<file path="config.mk">
export PLATFORM = sky130hd
export DESIGN_NAME = rate_meter
export DESIGN_NICKNAME = d
export VERILOG_FILES = /design/src/rtl/rate_meter.sv
export SDC_FILE = /design/constraint.sdc
export NUM_CORES = 1
export LEC_CHECK = 0
export CORE_MARGIN = 5
export CORE_UTILIZATION = 40
export CTS_BUF_LIST = sky130_fd_sc_hd__clkbuf_2
export CTS_CLUSTER_DIAMETER = 30
export DETAILED_ROUTE_END_ITERATION = 8
export GPL_TIMING_DRIVEN = 0
export PLACE_DENSITY = 0.68
export SKIP_CTS_REPAIR_TIMING = 1
export SLEW_MARGIN = 40
export SYNTH_ARGS = -nofsm -noshare
export SYNTH_HDL_FRONTEND = slang
export SYNTH_SLANG_ARGS = --single-unit
</file>
<file path="constraint.sdc">
create_clock -name i_clk -period 7.1 [get_ports i_clk]
set_input_delay 1.775 -clock i_clk [delete_from_list [all_inputs] [get_ports i_clk]]
set_output_delay 1.775 -clock i_clk [all_outputs]
set_load 0.05 [all_outputs]
</file>
<file path="src/rtl/rate_meter.sv">
// Windowed event-rate meter: counts i_event strobes over back-to-back windows of
// i_window cycles and publishes a saturated count plus overflow flag at each window end.
module rate_meter #(
    parameter int CNTWIDTH = 16,
    parameter int WINWIDTH = 24
) (
    input  logic                i_clk,
    input  logic                i_reset_l,
    input  logic                i_enable,
    input  logic                i_event,
    input  logic [WINWIDTH-1:0] i_window,
    output logic [CNTWIDTH-1:0] o_rate,
    output logic                o_overflow,
    output logic                o_update,
    output logic                o_busy
);

    localparam logic [0:0] IDLE = 1'b0;
    localparam logic [0:0] RUN  = 1'b1;
    localparam logic [CNTWIDTH-1:0] CNT_MAX = '1;

    logic [0:0]          state;
    logic [WINWIDTH-1:0] win_cnt;
    logic [WINWIDTH-1:0] win_load;
    logic [CNTWIDTH-1:0] evt_cnt;
    logic [CNTWIDTH-1:0] evt_next;
    logic                sat;
    logic                sat_hit;
    logic                sat_next;

    // Returns {saturation_hit, next_count}; the count sticks at CNT_MAX.
    function automatic logic [CNTWIDTH:0] sat_inc(input logic [CNTWIDTH-1:0] cnt,
                                                  input logic inc);
        if (!inc) begin
            return {1'b0, cnt};
        end
        if (cnt == CNT_MAX) begin
            return {1'b1, cnt};
        end
        return {1'b0, cnt + CNTWIDTH'(1)};
    endfunction

    // A zero-length window behaves as a single-cycle window, so no underflow here.
    assign win_load = (i_window == '0) ? '0 : i_window - WINWIDTH'(1);

    assign {sat_hit, evt_next} = sat_inc(evt_cnt, i_event);
    assign sat_next = sat | sat_hit;

    assign o_busy = (state == RUN);

    always_ff @(posedge i_clk or negedge i_reset_l) begin
        if (!i_reset_l) begin
            state      <= IDLE;
            win_cnt    <= '0;
            evt_cnt    <= '0;
            sat        <= 1'b0;
            o_rate     <= '0;
            o_overflow <= 1'b0;
            o_update   <= 1'b0;
        end else begin
            o_update <= 1'b0;
            case (state)
                IDLE: begin
                    if (i_enable) begin
                        state   <= RUN;
                        win_cnt <= win_load;
                    end
                end
                RUN: begin
                    if (!i_enable) begin
                        // Abort takes priority over a coincident window end.
                        state   <= IDLE;
                        win_cnt <= '0;
                        evt_cnt <= '0;
                        sat     <= 1'b0;
                    end else if (win_cnt == '0) begin
                        o_rate     <= evt_next;
                        o_overflow <= sat_next;
                        o_update   <= 1'b1;
                        evt_cnt    <= '0;
                        sat        <= 1'b0;
                        win_cnt    <= win_load;
                    end else begin
                        win_cnt <= win_cnt - WINWIDTH'(1);
                        evt_cnt <= evt_next;
                        sat     <= sat_next;
                    end
                end
                default: state <= IDLE;
            endcase
        end
    end

endmodule
</file>
==> flow_results.org, run 1 <==
** Timing
- Post-route setup TNS :: 0 ns
- Setup repair after global routing left no endpoint under its margin.
- The smallest clock period supported by the final layout is computed as about 4 ns.
- For the pin with the worst max-slew slack, the measured transition is around 0.77 ns.
- In this run the tightest slew margin relative to its limit is 48.1%.
- Final number of max-transition violations :: 0
- Worst clock skew :: between 0.02 and 0.025 ns
- Final hold violation count :: 0
- F_max :: between 0.2 and 0.3 GHz
- The worst path uses around 56% of the clock period.
- Setup violations remaining at the end of the flow were counted as 0.

** Floorplanning
- The floorplan step set the die height to 106 um.
- Area of the core region :: a little over 0.009 mm2
- The die covers approximately 0.011 mm2.
- I/O pin total :: 47
- After floorplanning, the core was divided into 35 placement rows.
- The initial utilization of the core area, before any placement, comes to approximately two fifths.
- From left edge to right edge, the die measures 106 um.

** Synthesis
- Number of synthesized flops with an enable pin :: 0
- Synthesis produced a netlist with a net count of roughly 460.
- After synthesis, the cell types taking the most area are sky130_fd_sc_hd__dfrtp_1 (41%), sky130_fd_sc_hd__o21ai_0 (7.2%), sky130_fd_sc_hd__nand2_1 (5.9%).
- By area, the combinational part of the netlist is dominated by simple AND/OR/NAND/NOR gates.
- The synthesized design spends more area on one cell type than any other, namely sky130_fd_sc_hd__dfrtp_1.
- Summing the areas of all fa, ha and maj instances in the mapped netlist gives between 1.5 and 2% of the synthesized area.
- Xor and xnor area share after synthesis :: around 7.4%
- Among all flip-flop cells after synthesis, the most frequent one is sky130_fd_sc_hd__dfrtp_1.
- Synthesis Warnings :: 0
- The cell count after synthesis came out at between 400 and 500.
- Per-instance average area after synthesis :: 8.66 um2
- After synthesis, the share of cell area in mux cells is less than 1%.
- Area fraction of the dominant cell type after synthesis :: about 40%
- The synthesized netlist devotes a little under a quarter of its cell area to simple gates.
- The synthesized netlist devotes between 20 and 25% of its cell area to compound gates.
- Number of storage elements in the synthesis netlist :: 60
- Distinct cells, synth :: 58
- Area of the mapped netlist :: 0.00369 mm2
- The share of the Yosys chip area taken by registers is between 40% and 50%.
- Fraction of registers with async set or reset after synthesis :: 100%

** Routing
- Final ANT Viol Nets :: 0
- Detailed-router iteration count before antenna repair :: 8
- Vias per cell :: 5.83
- DRC violation count after routing :: 0
- Routed wire per std cell :: 16.1 um
- Vias after detailed routing :: between 3000 and 4000
- Sum of routed wire length over all layers :: about 9600 um
- Detailed Route Iter0 Violations :: 264

** Global route
- Entering global routing, the biggest net connects between 40 and 50 pins.
- The initial antenna violation count is 0.
- Total GRT Usage :: approximately 18%
- Final global-route overflow total :: 0
- The number of global-route vias before repair is around 3500.
- The first global-routing pass estimated between 15000 and 20000 um of wire.

** Clocking
- Clock slew at the register clock pins of the worst setup and hold paths :: 0.15 ns
- Clock root buffer :: sky130_fd_sc_hd__clkbuf_2
- CTS Buffer Depth :: 2
- Clock latency on the worst-skew pair, taken at its later pin, is about 0.52 ns.
- TritonCTS clock tree :: done
- Number of clock sinks seen by CTS :: 60
- Buffers inserted during clock tree synthesis total 9.
- H-tree lvl count :: 3

** Power and ir drop
- The worst-case IR drop observed on VDD is 0.0489 mV.
- The design draws 0.700 mW.
- Power per cell area :: roughly 160 mW/mm2
- The analysis attributes to cell leakage a power of between 1.5 and 2 nW.

** Placed design
- Number of I/O port buffers :: 46
- Routability-driven placement finished with a final weighted congestion of between 0.8 and 0.9.
- Once placement finished, the instance area stood at between 0.004 and 0.005 mm2.
- Detailed placement finished with a half-perimeter wire length of between 7000 and 8000 um.

** Hold path
- Min-Delay Path Class :: flip-flop to flip-flop

** Finish
- Utilization of the core after routing :: between 40% and 50%
- Relative to the synthesized area, the layout overhead comes to 18.6%.
- Fraction of final layout cells with drive strength greater than 1 :: around 7%
- In the final layout, the multi-input gates occupy between 0.002 and 0.0025 mm2.
- Counting the fill cells in the layout gives just under 900.
- 0 antenna diodes ended up in the layout.
- Sequential cell area in the final layout :: between 0.0015 and 0.002 mm2
- Layout Nets :: between 500 and 600
- The finished cells cover between 0.004 and 0.005 mm2.

** Status
- The run finished with clean final reports.

** Worst setup path
- At the worst endpoint, the required time is about 7.5 ns.
- Crit end category :: flip-flop
- Data arrival, critical path :: 4.41 ns
- Kind of start point of the critical path :: input port
- Critical path class :: input port to flip-flop
- Largest fanout on the critical path :: 4

** Job
- Reported max-cap violation count :: 0
[critical path: stages]
cell	delay (ns)
sky130_fd_sc_hd__clkdlybuf4s50_1	0.50
sky130_fd_sc_hd__inv_1	0.13
sky130_fd_sc_hd__ha_1	0.21
sky130_fd_sc_hd__or3b_1	0.42
sky130_fd_sc_hd__nor4b_1	0.57
sky130_fd_sc_hd__nand2_1	0.16
sky130_fd_sc_hd__or3_1	0.34
sky130_fd_sc_hd__xor2_1	0.15
sky130_fd_sc_hd__o221ai_1	0.16
[metal layers]
metal | track usage [%] | vias up | routed length, um | share of wire, %
li1 | - | 1695 | - | -
met3 | 2.91 | 23 | 475 | 5.0
met5 | 0 | - | 0 | 0
met2 | 29.6 | 116 | 4400 | 46
met4 | 7.96 | 0 | 192 | 2.0
met1 | 23.6 | 1648 | 4520 | 47
[synthesized netlist by cell type (all sizes together), types with 2 or more instances]
| cell type | instances |
|---|---|
| a21oi | 33 |
| a41oi | 2 |
| and2 | 4 |
| and3 | 2 |
| and4 | 4 |
| buf | 8 |
| clkbuf | 10 |
| dfrtp | 60 |
| ha | 5 |
| inv | 12 |
| nand2 | 58 |
| nand3 | 11 |
| nand4 | 9 |
| nor2 | 24 |
| nor2b | 3 |
| nor3 | 10 |
| nor3b | 3 |
| nor4 | 10 |
| nor4b | 2 |
| o211ai | 9 |
| o21ai | 54 |
| o221ai | 11 |
| o22ai | 2 |
| o2bb2ai | 2 |
| o311ai | 4 |
| o31ai | 4 |
| or2 | 4 |
| or3 | 11 |
| or4 | 7 |
| or4b | 2 |
| xnor2 | 18 |
| xor2 | 13 |
[area by class of cell]
| class | instances | area share, % |
|---|---|---|
| clock inverters | 4 | 0.457 |
| repair buffers | 47 | 10.9 |
| plain buffers | 18 | 2.17 |
| clock buffers | 9 | 1.03 |
| multi-input cells | 336 | 46.9 |
| well taps | 111 | 3.17 |
| flip-flops and latches | 60 | 34.3 |
| inverters | 12 | 1.03 |
[flip-flops by register name (all words and copies together), names as in the netlist]
name,count
win_cnt,24
o_rate,16
evt_cnt,16
o_overflow,1
o_busy,1
o_update,1
sat,1
[worst paths after layout]
kind | depth (start not counted) | startpoint | slack [ns] | end
min | 2 | o_rate[11] | 0.49 | o_rate[11]
max reg2reg | 7 | win_cnt[15] | 4.34 | win_cnt[8]
max | 9 | i_window[0] | 3.13 | win_cnt[12]
max in group asynchronous | 2 | i_reset_l | 5.48 | win_cnt[10]
min in group asynchronous | 1 | i_reset_l | 1.11 | o_rate[14]
min reg2reg | 2 | o_rate[11] | 0.49 | o_rate[11]
[logic make-up after synthesis]
logic type / Yosys count
AND/OR/NAND/NOR: 167
multiplexers: 2
XOR/XNOR: 31
flip-flops: 60
AO/OA/AOI/OAI: 131
adder cells (fa/ha/maj): 5
buffers and inverters: 30
[through the flow]
stage | std cells | hold WS, ns | setup WS [ns]
6_report | 597 | 0.492 | 3.13
5_1_grt | 597 | 0.541 | 2.97
4_1_cts | 597 | 0.501 | 3.15
3_5_place_dp | 584 | 0.470 | 2.62
3_3_place_gp | 583 | 0.461 | 2.30
2_1_floorplan | 426 | 0.481 | 3.36
[cells in the final DEF, fill, tap and decap left out, types with 2 or more instances in the layout]
| cell type | n |
|---|---|
| sky130_fd_sc_hd__and2_1 | 3 |
| sky130_fd_sc_hd__inv_1 | 12 |
| sky130_fd_sc_hd__and4_1 | 4 |
| sky130_fd_sc_hd__clkbuf_2 | 9 |
| sky130_fd_sc_hd__dfrtp_1 | 60 |
| sky130_fd_sc_hd__nor4_1 | 9 |
| sky130_fd_sc_hd__nand3_1 | 11 |
| sky130_fd_sc_hd__clkdlybuf4s50_1 | 45 |
| sky130_fd_sc_hd__nand2_1 | 58 |
| sky130_fd_sc_hd__and3_1 | 2 |
| sky130_fd_sc_hd__nor3_1 | 10 |
| sky130_fd_sc_hd__ha_1 | 5 |
| sky130_fd_sc_hd__o311ai_0 | 4 |
| sky130_fd_sc_hd__or2_2 | 3 |
| sky130_fd_sc_hd__nor2b_1 | 3 |
| sky130_fd_sc_hd__buf_6 | 3 |
| sky130_fd_sc_hd__clkbuf_1 | 10 |
| sky130_fd_sc_hd__o22ai_1 | 2 |
| sky130_fd_sc_hd__o2bb2ai_1 | 2 |
| sky130_fd_sc_hd__or3_1 | 10 |
| sky130_fd_sc_hd__or4_1 | 5 |
| sky130_fd_sc_hd__or4_4 | 2 |
| sky130_fd_sc_hd__nand4_1 | 9 |
| sky130_fd_sc_hd__o31ai_1 | 3 |
| sky130_fd_sc_hd__clkinv_1 | 2 |
| sky130_fd_sc_hd__o211ai_1 | 9 |
| sky130_fd_sc_hd__a21oi_1 | 33 |
| sky130_fd_sc_hd__nor2_1 | 24 |
| sky130_fd_sc_hd__xnor2_1 | 18 |
| sky130_fd_sc_hd__xor2_1 | 13 |
| sky130_fd_sc_hd__o221ai_1 | 10 |
| sky130_fd_sc_hd__a41oi_1 | 2 |
| sky130_fd_sc_hd__nor3b_1 | 3 |
| sky130_fd_sc_hd__o21ai_0 | 53 |
| sky130_fd_sc_hd__buf_2 | 4 |
[power breakdown]
part / switching, mW / internal (mW)
Clock: 0.124 / 0.0374
Combinational: 0.0868 / 0.0650
Sequential: 0.0252 / 0.362
No activity file was read; power rests on OpenSTA's default activity.
==> run 2: changes to the inputs <==
--- a/config.mk
+++ b/config.mk
@@ -11,7 +11,7 @@
 export CTS_CLUSTER_DIAMETER = 30
 export DETAILED_ROUTE_END_ITERATION = 8
 export GPL_TIMING_DRIVEN = 0
-export PLACE_DENSITY = 0.68
+export PLACE_DENSITY = 0.7
 export SKIP_CTS_REPAIR_TIMING = 1
 export SLEW_MARGIN = 40
 export SYNTH_ARGS = -nofsm -noshare
==> constraint.sdc (replaced) <==
create_clock -name i_clk -period 3.3 [get_ports i_clk]
set_input_delay 0.825 -clock i_clk [delete_from_list [all_inputs] [get_ports i_clk]]
set_output_delay 0.825 -clock i_clk [all_outputs]
set_load 0.05 [all_outputs]
==> run 2 against run 1 <==
Net effect: sequential share of layout area decreased by 0.52 points; cell count rose by 0.50%; setup slack got worse by 2.9 ns; flip-flop and latch count unchanged; via count is 0.11% lower; clock skew up 0.0046 ns; combinational power rose by 120%; first-iteration DRC count fell by 28%; power increased by 140%; highest routed layer unchanged.
==> flow_results.org, run 2 (same netlist as run 1, synthesis figures left out) <==
** Timing
- The relative max-transition margin came to 51.1% (was 48.1%).
- Clock period minus worst slack :: around 3 ns
- The final clock skew was 0.0258 ns (was 0.0212 ns).
- The total setup violations reported at the end of the flow came to 0 (unchanged).
- The worst path uses 92.9% of the clock period.
- Based on the critical path, the design can be clocked at up to 0.326 GHz.
- Final number of max-transition violations :: 0 (unchanged)
- Unrepaired setup endpoints after global routing: no (unchanged).
- The number of hold violations in the final report came to 0 (unchanged).
- The measured slew at the worst slew-check pin was 0.732 ns (was 0.771 ns).

** Power and ir drop
- The switching power total is 0.519 mW (was 0.236 mW).
- Part of the power in the clock network :: 30.7% (was 23.1%)
- Power per cell area :: 377 mW/mm2 (was 160 mW/mm2)
- Internal Power :: 1.16 mW (was 0.464 mW)
- Worst IR drop on VDD :: 0.197 mV (was 0.0489 mV)
- Fraction of power consumed by combinational cells :: 19.6% (was 21.7%)
- Sequential share of power :: 49.6% (was 55.3%)
- Total power consumption of the routed design :: 1.68 mW (was 0.700 mW)
- The net switching fraction of the power is 30.9% (was 33.7%).
- The static leakage was 1.70 nW (was 1.66 nW).

** Finish
- The final net count is 517 (unchanged).
- The flip-flop count of the largest register, all copies and words added is 24 (unchanged).
- The count of inserted antenna diode cells is 0 (unchanged).
- Highest-count cells in the layout ignoring fill and taps :: sky130_fd_sc_hd__dfrtp_1 (60), sky130_fd_sc_hd__nand2_1 (58), sky130_fd_sc_hd__o21ai_0 (53) (unchanged)
- Area delta synth->final :: 20.5% (was 18.6%)
- The register with the most flip-flops is win_cnt (unchanged).
- Fraction of final layout cells with drive strength greater than 1 :: 7.77% (was 7.20%)
- The number of non-filler instances in the completed layout came to 600 (was 597).
- Largest regs :: win_cnt x24, evt_cnt x16, o_rate x16 (unchanged)
- Most frequent standard cell in the layout excluding fill and tap cells :: sky130_fd_sc_hd__dfrtp_1 (unchanged)
- The final core utilization came to 48.8% (was 48.1%).

** Worst setup path
- The required arrival time at the worst endpoint was 3.75 ns (was 7.54 ns).
- The type of the worst setup path is input port to flip-flop (unchanged).
- The maximum fanout along the worst path was 4 (unchanged).
- The arrival time of the worst setup path came to 3.52 ns (was 4.41 ns).
- The critical path endpoint category is a flip-flop (unchanged).
- Kind of start point of the critical path :: input port (unchanged)

** Clocking
- The number of sinks driven by the clock tree came to 60 (unchanged).
- Skew-Pair Late Insertion Delay :: 0.52 ns (about the same)
- The clock buffer count from CTS is 9 (unchanged).
- The CTS H-tree depth is 3 (unchanged).
- CTS Buffer Depth :: 2 (unchanged)
- Clock slew at the register clock pins of the worst setup and hold paths :: 0.18 ns (was 0.15 ns)
- The CTS tree was done (unchanged).
- Clock root buffer :: sky130_fd_sc_hd__clkbuf_2 (unchanged)

** Routing
- The final routed wire length divided by cell count came to 16.1 um (about the same).
- Detailed Route Iter0 Violations :: 189 (was 264)
- Final ANT Viol Nets :: 0 (unchanged)
- The total number of vias came to 3478 (was 3482).
- DRC violation count after routing :: 0 (unchanged)
- The total wire length after detailed routing came to 9630 um (was 9590 um).
- Detailed-router iteration count before antenna repair :: 4 (was 8)
- The post-detailed-route via-to-cell ratio came to 5.80 (was 5.83).

** Status
- Status :: completed (unchanged)

** Job
- The count of maximum capacitance violations is 0 (unchanged).

** Global route
- Wire length of the first global-routing pass :: 16100 um (was 16500 um)
- The overflow left after global routing came to 0 (unchanged).
- The number of global-route vias before repair was 3392 (was 3519).
- The initial antenna violation count came to 0 (unchanged).
- The pin count of the biggest net entering global routing is 37 (was 41).
- Total GRT Usage :: 17.7% (was 18.1%)

** Floorplanning
- The row count is 35 (unchanged).
- The overall die area is 0.0112 mm2 (unchanged).
- The chip height is 106 um (unchanged).
- The number of top-level pins came to 47 (unchanged).
- The initial core utilization was 40.5% (unchanged).
- The horizontal extent of the die came to 106 um (unchanged).
- Area of the core region :: 0.00911 mm2 (unchanged)

** Placed design
- The number of cells in the design after placement is 584 (unchanged).
- The total half-perimeter wirelength after legalization and detailed placement was 7250 um (was 7110 um).
- The final estimated routing congestion in global placement came to 0.928 (was 0.892).
- The number of I/O port buffers is 46 (unchanged).

** Hold path
- Min-Delay Path Class :: input port to asynchronous set/reset pin (was flip-flop to flip-flop)
==> run 2: cell count changes in the layout (fill, tap and decap cells not counted) <==
cell / change
sky130_fd_sc_hd__clkinv_1: +1
sky130_fd_sc_hd__bufinv_16: +2
sky130_fd_sc_hd__nor4_1: -1
sky130_fd_sc_hd__nor4_2: +1
sky130_fd_sc_hd__clkinv_2: +1
sky130_fd_sc_hd__clkinvlp_4: -1
==> run 2: layout make-up <==
class,instances,area [um2]
Sequential cell,60,1500
Multi-Input combinational cell,336,2060
Clock buffer,9,45.0
Buffer,18,95.1
Tap cell,111,139
Fill cell,896,4660
Inverter,12,45.0
Clock inverter,7,81.3
Timing Repair Buffer,47,478
==> run 2: routing by layer <==
metal / share of wire (%) / vias to the layer above / wire length, um / global-route usage, %
met1: 45 / 1630 / 4310 / 22.8
met2: 47 / 129 / 4540 / 29.5
met5: 0 / - / 0 / 0
met3: 5.8 / 22 / 561 / 3.28
li1: - / 1697 / - / -
met4: 2.2 / 0 / 216 / 6.94
==> run 2: worst paths after layout <==
kind	startpoint	endpoint	slack (ns)	cells after the start
max in group asynchronous	i_reset_l	win_cnt[9]	2.61	2
hold / removal	i_reset_l	o_rate[14]	0.18	1
hold reg to reg	o_rate[11]	o_rate[11]	0.49	2
setup reg to reg	win_cnt[0]	win_cnt[18]	0.57	7
setup / recovery	i_window[0]	win_cnt[12]	0.24	9
min in group i_clk	o_rate[11]	o_rate[11]	0.49	2
==> run 2: critical path: stages <==
cell	delay, ns
sky130_fd_sc_hd__clkdlybuf4s50_1	0.50
sky130_fd_sc_hd__inv_1	0.12
sky130_fd_sc_hd__ha_1	0.23
sky130_fd_sc_hd__or3b_1	0.42
sky130_fd_sc_hd__nor4b_1	0.60
sky130_fd_sc_hd__nand2_1	0.17
sky130_fd_sc_hd__or3_1	0.35
sky130_fd_sc_hd__xor2_1	0.15
sky130_fd_sc_hd__o221ai_1	0.16
==> run 2: through the flow <==
step / setup slack, ns / hold slack (ns) / instance area, um2 / setup TNS, ns
CTS: 0.268 / 0.180 / 4430 / 0
global placement: -0.527 / 0.461 / 4290 / -31.69
floorplan: 0.506 / 0.481 / 3690 / 0
detailed placement: -0.268 / 0.469 / 4310 / -0.542
finish: 0.236 / 0.183 / 4450 / 0
global route: 0.105 / 0.173 / 4450 / 0
==> run 2: power by group through the flow <==
stage / Combinational, mW / Sequential [mW] / Clock, mW
finish: 0.330 / 0.832 / 0.516
global route: 0.366 / 0.841 / 0.558
CTS: 0.326 / 0.830 / 0.524
detailed placement: 0.326 / 0.843 / 0
global placement: 0.316 / 0.843 / 0
floorplan: 0.201 / 0.836 / 0
==> run 3: changes to the inputs <==
--- a/config.mk
+++ b/config.mk
@@ -11,6 +11,7 @@
 export CTS_CLUSTER_DIAMETER = 30
 export DETAILED_ROUTE_END_ITERATION = 8
 export GPL_TIMING_DRIVEN = 0
+export HOLD_SLACK_MARGIN = 0.1
 export PLACE_DENSITY = 0.7
 export SKIP_CTS_REPAIR_TIMING = 1
 export SLEW_MARGIN = 40
==> results of run 3 <==
Final layout, timing and power as in run 2 (identical DEF).
